## config.mk

```make
export PLATFORM = sky130hd
export DESIGN_NAME = time_set_ctrl
export DESIGN_NICKNAME = d
export VERILOG_FILES = /design/src/rtl/time_set_ctrl.sv
export SDC_FILE = /design/constraint.sdc
export NUM_CORES = 1
export LEC_CHECK = 0
export BUFFER_PORTS_ARGS = -buffer_cell sky130_fd_sc_hd__buf_4
export CAP_MARGIN = 20
export CORE_UTILIZATION = 35
export CTS_CLUSTER_DIAMETER = 40
export DETAILED_ROUTE_END_ITERATION = 7
export GPL_ROUTABILITY_DRIVEN = 1
export PLACE_DENSITY = 0.59
export RECOVER_POWER = 50
export SETUP_SLACK_MARGIN = 0.2
export SYNTH_ARGS = -nofsm -noshare
export SYNTH_HDL_FRONTEND = slang
export SYNTH_HIERARCHICAL = 1
export SYNTH_SLANG_ARGS = --single-unit
```

## constraint.sdc

```tcl
create_clock -name clk -period 5.1 [get_ports clk]
set_clock_uncertainty 0.1 [all_clocks]
set_input_delay 0.765 -clock clk [delete_from_list [all_inputs] [get_ports clk]]
set_output_delay 0.765 -clock clk [all_outputs]
set_load 0.05 [all_outputs]
```

## src/rtl/time_set_ctrl.sv

```systemverilog
// Front-panel run/set controller: debounced buttons, shadow hour/minute editing, commit load, blink mask.
// Latency: press pulse to mode/outputs one cycle; all outputs registered. Timer is frozen while editing.

module time_set_debounce #(
  parameter int CYCLES = 500000
) (
  input  logic clk,
  input  logic rst,
  input  logic raw,
  output logic level,
  output logic press
);
  localparam int CW = $clog2(CYCLES + 1);
  localparam logic [CW-1:0] LAST = CW'(CYCLES - 1);

  logic s1, s2;
  logic [CW-1:0] cnt;

  // Raw button is active-low; invert on entry so everything downstream is active-high.
  always_ff @(posedge clk) begin
    if (rst) begin
      s1    <= 1'b0;
      s2    <= 1'b0;
      cnt   <= '0;
      level <= 1'b0;
      press <= 1'b0;
    end else begin
      s1    <= ~raw;
      s2    <= s1;
      press <= 1'b0;
      if (s2 == level) begin
        cnt <= '0;
      end else if (cnt == LAST) begin
        cnt   <= '0;
        level <= s2;
        press <= s2;
      end else begin
        cnt <= cnt + 1'b1;
      end
    end
  end
endmodule

module time_set_ctrl #(
  parameter int DEBOUNCE_CYCLES = 500000,
  parameter int REPEAT_DELAY    = 25000000,
  parameter int REPEAT_RATE     = 5000000,
  parameter int BLINK_HALF      = 12500000
) (
  input  logic       clk,
  input  logic       rst,
  input  logic       btn_mode,
  input  logic       btn_adj,
  input  logic [5:0] cur_hours,
  input  logic [5:0] cur_minutes,
  output logic       timer_en,
  output logic       load,
  output logic [5:0] load_hours,
  output logic [5:0] load_minutes,
  output logic [5:0] load_seconds,
  output logic [5:0] blank_mask,
  output logic [1:0] mode
);
  typedef enum logic [1:0] {RUN = 2'd0, SET_H = 2'd1, SET_M = 2'd2, COMMIT = 2'd3} state_t;

  localparam int RW = $clog2(REPEAT_DELAY + 1);
  localparam logic [RW-1:0] REP_FIRE   = RW'(REPEAT_DELAY);
  localparam logic [RW-1:0] REP_RELOAD = RW'(REPEAT_DELAY - REPEAT_RATE + 1);
  localparam int BW = $clog2(2 * BLINK_HALF);
  localparam logic [BW-1:0] BLINK_LAST = BW'(2 * BLINK_HALF - 1);
  localparam logic [BW-1:0] BLINK_MID  = BW'(BLINK_HALF);

  state_t state;
  logic adj_lvl, p_adj, p_mode;
  logic [RW-1:0] rep_cnt;
  logic [BW-1:0] blink_cnt, blink_adv;
  logic [5:0] sh_h, sh_m, hours_cap, minutes_cap;
  logic editing, rep_tick, step, blank_on;

  time_set_debounce #(.CYCLES(DEBOUNCE_CYCLES)) u_db_mode (
    .clk(clk), .rst(rst), .raw(btn_mode), .level(), .press(p_mode)
  );
  time_set_debounce #(.CYCLES(DEBOUNCE_CYCLES)) u_db_adj (
    .clk(clk), .rst(rst), .raw(btn_adj), .level(adj_lvl), .press(p_adj)
  );

  always_comb begin
    editing     = (state == SET_H) || (state == SET_M);
    rep_tick    = editing && adj_lvl && (rep_cnt == REP_FIRE);
    step        = editing && (p_adj || rep_tick);
    blink_adv   = (step || blink_cnt == BLINK_LAST) ? '0 : blink_cnt + 1'b1;
    blank_on    = (blink_adv >= BLINK_MID);
    hours_cap   = (cur_hours > 6'd23) ? 6'd0 : cur_hours;
    minutes_cap = (cur_minutes > 6'd59) ? 6'd0 : cur_minutes;
  end

  // A count of zero means idle; the press arms it at 1 so the first tick lands REPEAT_DELAY after it.
  always_ff @(posedge clk) begin
    if (rst || !adj_lvl || !editing) rep_cnt <= '0;
    else if (p_adj)                  rep_cnt <= RW'(1);
    else if (rep_tick)               rep_cnt <= REP_RELOAD;
    else if (rep_cnt != '0)          rep_cnt <= rep_cnt + 1'b1;
  end

  always_ff @(posedge clk) begin
    if (rst) begin
      state        <= RUN;
      mode         <= RUN;
      timer_en     <= 1'b1;
      load         <= 1'b0;
      load_hours   <= 6'd0;
      load_minutes <= 6'd0;
      load_seconds <= 6'd0;
      blank_mask   <= 6'd0;
      sh_h         <= 6'd0;
      sh_m         <= 6'd0;
      blink_cnt    <= '0;
    end else begin
      load <= 1'b0;
      case (state)
        RUN: if (p_mode) begin
          sh_h       <= hours_cap;
          sh_m       <= minutes_cap;
          state      <= SET_H;
          mode       <= SET_H;
          timer_en   <= 1'b0;
          blink_cnt  <= '0;
          blank_mask <= 6'd0;
        end
        // A mode press in the same cycle as an adjust step discards the step.
        SET_H: if (p_mode) begin
          state      <= SET_M;
          mode       <= SET_M;
          blink_cnt  <= '0;
          blank_mask <= 6'd0;
        end else begin
          if (step) sh_h <= (sh_h == 6'd23) ? 6'd0 : sh_h + 6'd1;
          blink_cnt  <= blink_adv;
          blank_mask <= blank_on ? 6'b110000 : 6'b000000;
        end
        SET_M: if (p_mode) begin
          state        <= COMMIT;
          mode         <= COMMIT;
          load         <= 1'b1;
          load_hours   <= sh_h;
          load_minutes <= sh_m;
          load_seconds <= 6'd0;
          blink_cnt    <= '0;
          blank_mask   <= 6'd0;
        end else begin
          if (step) sh_m <= (sh_m == 6'd59) ? 6'd0 : sh_m + 6'd1;
          blink_cnt  <= blink_adv;
          blank_mask <= blank_on ? 6'b001100 : 6'b000000;
        end
        default: begin
          state    <= RUN;
          mode     <= RUN;
          timer_en <= 1'b1;
        end
      endcase
    end
  end
endmodule

```

# Word level (Yosys, flattened, before mapping)
# Index checks and enable logic that the tools add are counted.
[totals]
regBits = 130
output_inout_bits = 28
word_cells = 123
[classes]
addsub = 6
order_cmp = 3
n_eq_ne = 17
n_mux = 32
n_bitwise = 8
n_reduce_logical = 35
[ops]
columns = ["operator", "count"]
rows = [
  ["$mux 25", 5],
  ["$mux 6", 13],
  ["$add 25x1->25 const B", 2],
  ["$eq 25x25->1 const B", 2],
  ["$pmux 25 s2", 1],
  ["$add 19x1->19 const B", 2],
  ["$eq 19x19->1 const B", 2],
  ["$ge 25x24->1 const B", 1],
  ["$reduce_bool 25->1", 1],
  ["$pmux 6 s2", 2],
  ["$pmux 6 s3", 1],
  ["$reduce_or 3->1", 5],
  ["$add 6x1->6 const B", 2],
  ["$reduce_and 2->1", 6],
  ["$mux 4", 2],
  ["$ne 2x2->1 const B", 4],
  ["$not 1->1", 8],
  ["$reduce_and 4->1", 2],
  ["$reduce_bool 2->1", 4],
  ["$eq 6x5->1 const B", 1],
  ["$eq 6x6->1 const B", 1],
  ["$gt 6x5->1 const B", 1],
  ["$gt 6x6->1 const B", 1],
  ["$mux 2", 3],
  ["14 further kinds", 29],
]

# Longest topological paths before layout
# Gate-level depths: netlist (run 1).
[logic_depth]
ltp_word = 12
depth_mapped = 10
ltp_nobuf = 9

# Cells and area by module
# Netlist (run 1), hierarchy kept.
[by_module_without_submodules]
columns = ["module", "n_inst", "cells_per_inst", "area_per_inst_um2", "seq_area_each_um2"]
rows = [
  ["time_set_ctrl", 1, 558, 4455.5, 1601.5],
  ["time_set_debounce (u_db_mode)", 1, 114, 1136.1, 460.4],
  ["time_set_debounce (u_db_adj)", 1, 115, 1027.2, 460.4],
]

# Worst setup path after synthesis (run 1)
# Ideal clock, no wire load.
[synth_path]
kind = "reg-to-reg"
startpoint = "register state[0]"
endpoint = "register blink_cnt[12]"
setup_ns = 0.128
arrival_ns = 2.297
t_required_ns = 4.872
path_slack_ns = 2.576
stages_incl_launch_ff = 10
synth_period_minus_slack_ns = 2.524
cell_sequence = "dfxtp_1 -> inv_1 -> ha_1 -> nand4_1 -> o31a_2 -> o211ai_4 -> buf_6 -> o21ai_1 -> a21oi_1 -> nor2_1"
[synth_via]
elab_chain_cells = 10
[synth_lines]
columns = ["item", "line_no", "rtl"]
rows = [
  ["start: declaration", "73", "state_t state;"],
  ["start signal: assignment", "107", "state <= RUN;"],
  ["start signal: assignment", "124", "state <= SET_H;"],
  ["start signal: assignment", "132", "state <= SET_M;"],
  ["$eq 2x1->1 / $eq 2x2->1 (equally long branches)", "88, 120", ""],
  ["$logic_or 1x1->1", "88", "editing = (state == SET_H) || (state == SET_M);"],
  ["$logic_and 1x1->1 (2 in series)", "89", "rep_tick = editing && adj_lvl && (rep_cnt == REP_FIRE);"],
  ["$logic_or 1x1->1", "90", "step = editing && (p_adj || rep_tick);"],
  ["$logic_and 1x1->1", "90", ""],
  ["$logic_or 1x1->1", "91", "blink_adv = (step || blink_cnt == BLINK_LAST) ? '0 : blink_cnt + 1'b1;"],
  ["$mux 25", "91", ""],
  ["$mux 25", "131, 141", ""],
  ["$pmux 25 s2", "120", "case (state)"],
  ["end signal: assignment", "138", "blink_cnt <= blink_adv;"],
  ["end signal: assignment", "152", "blink_cnt <= blink_adv;"],
  ["end: declaration", "76", "logic [BW-1:0] blink_cnt, blink_adv;"],
]
# Several ways; a longest one is shown, not always the timed one.
# A chain may end at the register's enable or synchronous reset.

# Final worst setup path (run 1)
[layout_path]
startpoint = "register u_db_adj.cnt[14]"
endpoint = "register u_db_adj.cnt[16]"
[layout_via]
elab_chain_cells = 2
[layout_lines]
columns = ["item", "line_no", "rtl"]
rows = [
  ["start: declaration", "17", "logic [CW-1:0] cnt;"],
  ["start signal: assignment", "38", "cnt <= cnt + 1'b1;"],
  ["parallel branches: the longest is 2 deep, another holds $add 19x1->19", "--", ""],
]
# Parallel ways; which one is timed is not known.

==> flow_metrics.env, run 1 <==
export IMPL_status="finished, violations left"
export IMPL_violations="max-capacitance violations, max-slew violations"
export IMPL_dr_pass1_iters=5
export IMPL_syn_area_um2=6620
export IMPL_critPathKind="register to register"
export IMPL_hpwl_um=9980
export IMPL_end_kind="register"
export IMPL_timing_slew_headroom=-0.652
export IMPL_postSynthCellCount=787
export IMPL_avgSynthCellArea_um2=8.41
export IMPL_seq_area_frac_synth=0.381
export IMPL_vias=5452
export IMPL_rsz0062_at_grt="false"
export IMPL_grt_max_degree=71
export IMPL_r2r_start="u_db_adj/cnt[14]$_SDFF_PP0_"
export IMPL_die_area_um2=19500
export IMPL_grt_use_total=0.159
export IMPL_synth_enable_flop_cells=0
export IMPL_drv_cap=2
export IMPL_drive_gt1_frac=0.106
export IMPL_finalMaxSlewViolations=38
export IMPL_hold_ws_ps=342
export IMPL_seqPwrFrac=0.423
export IMPL_hold_viol=0
export IMPL_start_kind="register"
export IMPL_ant_nets=0
export IMPL_hold_path_class="register to register"
export IMPL_grt_pass1_wl_um=25000
export IMPL_clk_pin_slew_ps=60
export IMPL_p_int_mw=1.84
export IMPL_synthFlopType="dfxtp_1"
export IMPL_die_h_um=140
export IMPL_post_cts_buffers=0
export IMPL_worst_slew_pin_slew_ps=2450
export IMPL_clock_latency_ps=420
export IMPL_p_sw_uw=494
export IMPL_setup_tns_ps=0
export IMPL_yosys_warnings=6
export IMPL_gp_congestion=0.813
export IMPL_drt_iter0_markers=289
export IMPL_synth_distinct_cells=70
export IMPL_cts_hold_buf=0
export IMPL_clk_path_buf_depth=2
export IMPL_n_fill_cell=1877
export IMPL_core_um2=18300
export IMPL_hp_start="u_db_mode/s1$_SDFF_PP0_"
export IMPL_required_ps=5210
export IMPL_period_share=0.680
export IMPL_path_max_fanout=19
export IMPL_cts_repair_resized=0
export IMPL_wl_um=14700
export IMPL_area_growth_pct=13.0
export IMPL_p_sw_frac=0.211
export IMPL_clock_sinks=126
export IMPL_setup_viol=0
export IMPL_p_leak_nw=2.48
export IMPL_initial_core_util=0.362
export IMPL_grt_ovfl_total=0
export IMPL_critical_path_arrival_ps=3580
export IMPL_grt_pass1_vias=5130
export IMPL_viasPerCell=5.19
export IMPL_p_comb_frac=0.018
export IMPL_h_tree_depth=4
export IMPL_layout_nets=834
export IMPL_drc=0
export IMPL_row_count=49
export IMPL_pwr_share_clk=0.559
export IMPL_wl_per_cell_um=14.0
export IMPL_cts_tree="yes"
export IMPL_port_buffers=35
export IMPL_total_power_mw=2.34
export IMPL_fp_dieW_um=140
export IMPL_fmax_mhz=288
export IMPL_cts_root_buffer="clkbuf_16"
export IMPL_diodes=0
export IMPL_power_density_nw_per_um2=312
export IMPL_numCtsBuffers=17
export IMPL_io_pins=44
export IMPL_ir_drop_v=0.000262
export IMPL_antenna_found_initial=0
export IMPL_ys_seq_elements=126
export IMPL_synthArstFlopShare=0
export IMPL_critPathLaunch="u_db_adj/cnt[14]$_SDFF_PP0_"
export IMPL_period_needed_ps=3470
## synthesized netlist by cell type, drive strengths merged (3+ instances only)
cell / count / area share
nor4b: 5 / 0.012
nand4b: 3 / 0.0062
xnor2: 31 / 0.041
and4: 8 / 0.011
xor2: 35 / 0.047
a21oi: 53 / 0.040
dfxtp: 126 / 0.38
or4: 5 / 0.0074
a22oi: 13 / 0.015
a311oi: 4 / 0.0053
nor3: 22 / 0.022
mux2i: 3 / 0.0045
or3: 9 / 0.0085
nand3: 39 / 0.030
nand2: 72 / 0.041
clkbuf: 14 / 0.0079
nor2b: 4 / 0.0038
ha: 10 / 0.019
and2: 5 / 0.0047
or2: 3 / 0.0028
nor2: 124 / 0.074
nand2b: 6 / 0.0057
nor4: 26 / 0.035
and3: 14 / 0.013
a31oi: 6 / 0.0057
o22ai: 4 / 0.0038
buf: 26 / 0.029
a211oi: 12 / 0.014
nand4: 26 / 0.033
inv: 22 / 0.012
o31ai: 3 / 0.0034
o21ai: 30 / 0.028
## worst paths after layout
| kind | to | slack (ps) | cells past startpoint |
|---|---|---|---|
| setup / recovery | u_db_adj/cnt[16]$_SDFF_PP0_ | 1630 | 4 |
| hold / removal | u_db_mode/s2$_SDFF_PP0_ | 340 | 1 |
| setup reg to reg | u_db_adj/cnt[16]$_SDFF_PP0_ | 1630 | 4 |
| hold reg to reg | u_db_mode/s2$_SDFF_PP0_ | 340 | 1 |
## worst max-delay path, cell delays in order, from the launching register on
cell and delay [ps]:
dfxtp_1 350, or3b_2 510, or4_1 550, o21ai_0 1620, nor2_1 130
## power groups by stage
| stage | clock network (mW) | registers [mW] | logic, mW |
|---|---|---|---|
| floorplan | 0 | 1.01 | 0.0341 |
| global placement | 0 | 1.01 | 0.0438 |
| detailed placement | 0 | 1.01 | 0.0439 |
| CTS | 1.34 | 0.987 | 0.0441 |
| global route | 1.38 | 0.987 | 0.0466 |
| finish | 1.31 | 0.988 | 0.0430 |
## flip-flops by register name, indices dropped and copies added (netlist names)
name	flops
blink_cnt	25
rep_cnt	25
u_db_adj/cnt	19
u_db_mode/cnt	19
load_hours	6
load_minutes	6
sh_h	6
sh_m	6
blank_mask	2
state	2
load	1
timer_en	1
u_db_adj/level	1
u_db_adj/press	1
u_db_adj/s1	1
u_db_adj/s2	1
u_db_mode/level	1
u_db_mode/press	1
u_db_mode/s1	1
u_db_mode/s2	1
## stage by stage
| stage | setup WS [ps] | instances | util | instance area [µm²] |
|---|---|---|---|---|
| 5_1_grt | 1280 | 1050 | 0.409 | 7480 |
| 3_5_place_dp | 2260 | 1018 | 0.380 | 6950 |
| 4_1_cts | 2230 | 1050 | 0.415 | 7590 |
| 2_1_floorplan | 2580 | 794 | - | 6650 |
| 6_report | 1630 | 1050 | 0.409 | 7480 |
| 3_3_place_gp | 2330 | 1018 | 0.380 | 6950 |
## cell type report
cell class | count | area [µm²] | area share
clock buffer | 19 | 453 | 0.0606
timing repair buffer | 35 | 188 | 0.0251
sequential | 126 | 2520 | 0.337
clock inverter | 13 | 186 | 0.0249
inverter | 22 | 82.6 | 0.0110
multi-input combinational | 606 | 3760 | 0.503
tap | 229 | 287 | 0.0383
## routing by layer
metal,vias up,global-route usage,wire [µm]
li1,2833,-,-
met1,2527,0.210,7490
met2,75,0.248,6460
met3,17,0.0396,528
met4,0,0.0614,259
met5,-,0,0
## placed cells by master (no fill, tap or decap), types with 4 or more instances in the layout
cell and count:
a31oi_1 6, and4_1 8, o21ai_1 12, a311oi_1 4, or3_1 9, buf_4 15, xnor2_1 31, o21ai_0 17
clkinvlp_4 4, nor3_1 18, ha_1 10, nor2_1 114, nor2_2 10, a22oi_1 13, nand4_1 22, dfxtp_1 126
inv_1 22, nor4_4 4, xor2_1 34, nor2b_1 4, clkbuf_16 17, nand3_1 38, a21oi_1 53, bufinv_16 4
nor4_1 21, clkbuf_1 20, o22ai_1 4, and3_1 13, nand2b_1 6, nand2_1 72, conb_1 8, a211oi_1 12
## logic make-up after synthesis
logic type,Yosys count,synth area share
and+or+nand+nor,380,0.322
other,1,0.000567
muxes,3,0.00454
xor gates and xnor gates,66,0.0885
AOI/OAI and AO/OA,139,0.135
buffers and inverters,62,0.0499
adders and majority gates,10,0.0189
DFF,126,0.381
(Power assumes the default switching activity.)
==> inputs of run 2 (changes only) <==
--- a/config.mk
+++ b/config.mk
@@ -5,6 +5,7 @@
 export SDC_FILE = /design/constraint.sdc
 export NUM_CORES = 1
 export LEC_CHECK = 0
+export ABC_AREA = 1
 export BUFFER_PORTS_ARGS = -buffer_cell sky130_fd_sc_hd__buf_4
 export CAP_MARGIN = 20
 export CORE_UTILIZATION = 35
==> constraint.sdc (replaced) <==
create_clock -name clk -period 3.3 [get_ports clk]
set_clock_uncertainty 0.1 [all_clocks]
set_input_delay 0.495 -clock clk [delete_from_list [all_inputs] [get_ports clk]]
set_output_delay 0.495 -clock clk [all_outputs]
set_load 0.05 [all_outputs]
==> flow_metrics.env, run 2 <==
export IMPL_cts_repair_resized=0
export IMPL_seq_area_frac_synth=0.360
export IMPL_clock_latency_ps=420
export IMPL_numCtsBuffers=17
export IMPL_grt_ovfl_total=0
export IMPL_post_cts_buffers=0
export IMPL_viasPerCell=4.82
export IMPL_clk_pin_slew_ps=60
export IMPL_syn_area_um2=7010
export IMPL_yosys_warnings=6
export IMPL_synth_enable_flop_cells=0
export IMPL_period_needed_ps=2810
export IMPL_core_um2=19500
export IMPL_critical_path_arrival_ps=2980
export IMPL_synth_top_area_share=0.360
export IMPL_ir_drop_v=0.000335
export IMPL_cp_common_cell="clkbuf_1"
export IMPL_critPathMaxStageDelay_ps=950
export IMPL_path_cells="clkbuf_1, clkbuf_1, a21oi_1, o21ai_0, o21bai_2, nor2_1"
export IMPL_clk_path_buf_depth=2
export IMPL_wl_um=16800
export IMPL_p_leak_nw=2.78
export IMPL_start_kind="primary input"
export IMPL_layout_nets=1102
export IMPL_ys_seq_elements=126
export IMPL_path_max_fanout=25
export IMPL_final_cell_mix="nand2_1, nor2_1, dfxtp_1"
export IMPL_area_growth_pct=14.9
export IMPL_synth_top_cell_by_area="dfxtp_1"
export IMPL_rsz0062_at_grt="false"
export IMPL_grt_use_total=0.174
export IMPL_cp_buffers_inverters=2
export IMPL_wl_per_cell_um=12.4
export IMPL_vias=6532
export IMPL_die_h_um=144
export IMPL_ys_top_cells_by_area="dfxtp_1, nand2_1, nor2_1, nand3_1, a21oi_1"
export IMPL_ant_nets=0
export IMPL_io_pins=44
export IMPL_hpwl_um=12500
export IMPL_clock_sinks=126
export IMPL_postSynthCellCount=1036
export IMPL_fmax_mhz=356
export IMPL_drive_gt1_frac=0.115
export IMPL_grt_pass1_wl_um=28500
export IMPL_port_buffers=35
export IMPL_n_fill_cell=2120
export IMPL_hold_viol=0
export IMPL_grt_pass1_vias=5956
export IMPL_row_count=51
export IMPL_path_delay_family="buffers and inverters"
export IMPL_status="finished, final reports clean"
export IMPL_critPathKind="primary input to register"
export IMPL_synthArstFlopShare=0
export IMPL_cts_tree="yes"
export IMPL_required_ps=3470
export IMPL_grt_max_degree=28
export IMPL_cts_hold_buf=0
export IMPL_hold_path_class="primary input to register"
export IMPL_cts_root_buffer="clkbuf_16"
export IMPL_ys_top_cells_by_count="nand2_1, nor2_1, dfxtp_1"
export IMPL_drc=0
export IMPL_regToRegSetupSlack_ps=650
export IMPL_avgSynthCellArea_um2=6.76
export IMPL_slowest_stage="clkbuf_1"
export IMPL_gp_congestion=0.898
export IMPL_setup_tns_ps=0
export IMPL_finalMaxSlewViolations=0
export IMPL_power_density_nw_per_um2=462
export IMPL_die_area_um2=20600
export IMPL_drv_cap=0
export IMPL_worst_slew_pin_slew_ps=1340
export IMPL_synth_distinct_cells=49
export IMPL_end_kind="register"
export IMPL_setup_viol=0
export IMPL_period_share=0.852
export IMPL_drt_iter0_markers=379
export IMPL_synthFlopType="dfxtp_1"
export IMPL_antenna_found_initial=0
export IMPL_hold_ws_ps=125
export IMPL_synth_most_common_cell="nand2_1"
export IMPL_timing_slew_headroom=0.109
export IMPL_fp_dieW_um=144
export IMPL_layout_commonest_cell="nand2_1"
export IMPL_diodes=0
export IMPL_initial_core_util=0.359
export IMPL_dr_pass1_iters=5
export IMPL_h_tree_depth=4
export IMPL_reg_largest_list="blink_cnt: 25 flops, rep_cnt: 25 flops"
-- run 2: cell count changes in the layout (fill, tap and decap cells not counted), moves of 13 or more --
| cell | delta |
|---|---|
| nand2_1 | +161 |
| inv_1 | +76 |
| nor2_1 | +44 |
| nand3_1 | +41 |
| a21oi_1 | +24 |
| xnor2_1 | -24 |
| o21ai_0 | +20 |
| nor4_1 | -15 |
| nand2_2 | +14 |
| a22oi_1 | -13 |
-- run 2: cells by family after synthesis --
logic type | count (synthesis) | synth area share
flops | 126 | 0.360
buf+inv | 139 | 0.0834
fa+ha+maj | 10 | 0.0179
compound gates | 141 | 0.112
xor+xnor | 33 | 0.0434
other cells | 1 | 0.000535
simple gates | 586 | 0.383
-- run 2: layout make-up --
type,count,area (µm²),area share
Multi-Input combinational cell,778,3920,0.486
Sequential cell,126,2520,0.313
Clock buffer,21,480,0.0597
Inverter,113,425,0.0528
Tap cell,265,332,0.0412
Timing Repair Buffer,40,218,0.0270
Clock inverter,11,156,0.0194
-- run 2: worst paths after layout --
kind | endpoint | startpoint | depth (start not counted)
worst min-delay path | u_db_adj/s1$_SDFF_PP0_ | btn_adj | 2
worst min register to register | u_db_mode/s2$_SDFF_PP0_ | u_db_mode/s1$_SDFF_PP0_ | 2
worst max-delay path | u_db_adj/cnt[11]$_SDFF_PP0_ | rst | 6
worst max register to register | blink_cnt[3]$_SDFFE_PP0P_ | state[0]$_SDFFE_PP0P_ | 14
-- run 2: routing by layer --
layer / GRT usage / wire length (µm)
met5: 0 / 0
met4: 0.0526 / 146
met3: 0.0367 / 661
met2: 0.277 / 7550
met1: 0.235 / 8400
-- run 2: power by group --
group | leakage (nW) | total [mW] | internal [mW] | switching (mW)
sequential | 1.02 | 1.56 | 1.54 | 0.0173
clock | 0.307 | 2.00 | 1.28 | 0.720
combinational | 1.46 | 0.165 | 0.0480 | 0.116
-- run 2: metrics by stage --
| stage | area (µm²) | worst slack (ps) | util | total power [mW] | cells |
|---|---|---|---|---|---|
| detailed placement | 7510 | 696 | 0.385 | 1.76 | 1322 |
| global route | 8050 | 228 | 0.412 | 3.87 | 1354 |
| finish | 8050 | 490 | 0.412 | 3.72 | 1354 |
| CTS | 8150 | 661 | 0.417 | 3.77 | 1354 |
| global placement | 7510 | 785 | 0.385 | 1.76 | 1322 |
| floorplan | 7030 | 717 | - | 1.71 | 1043 |
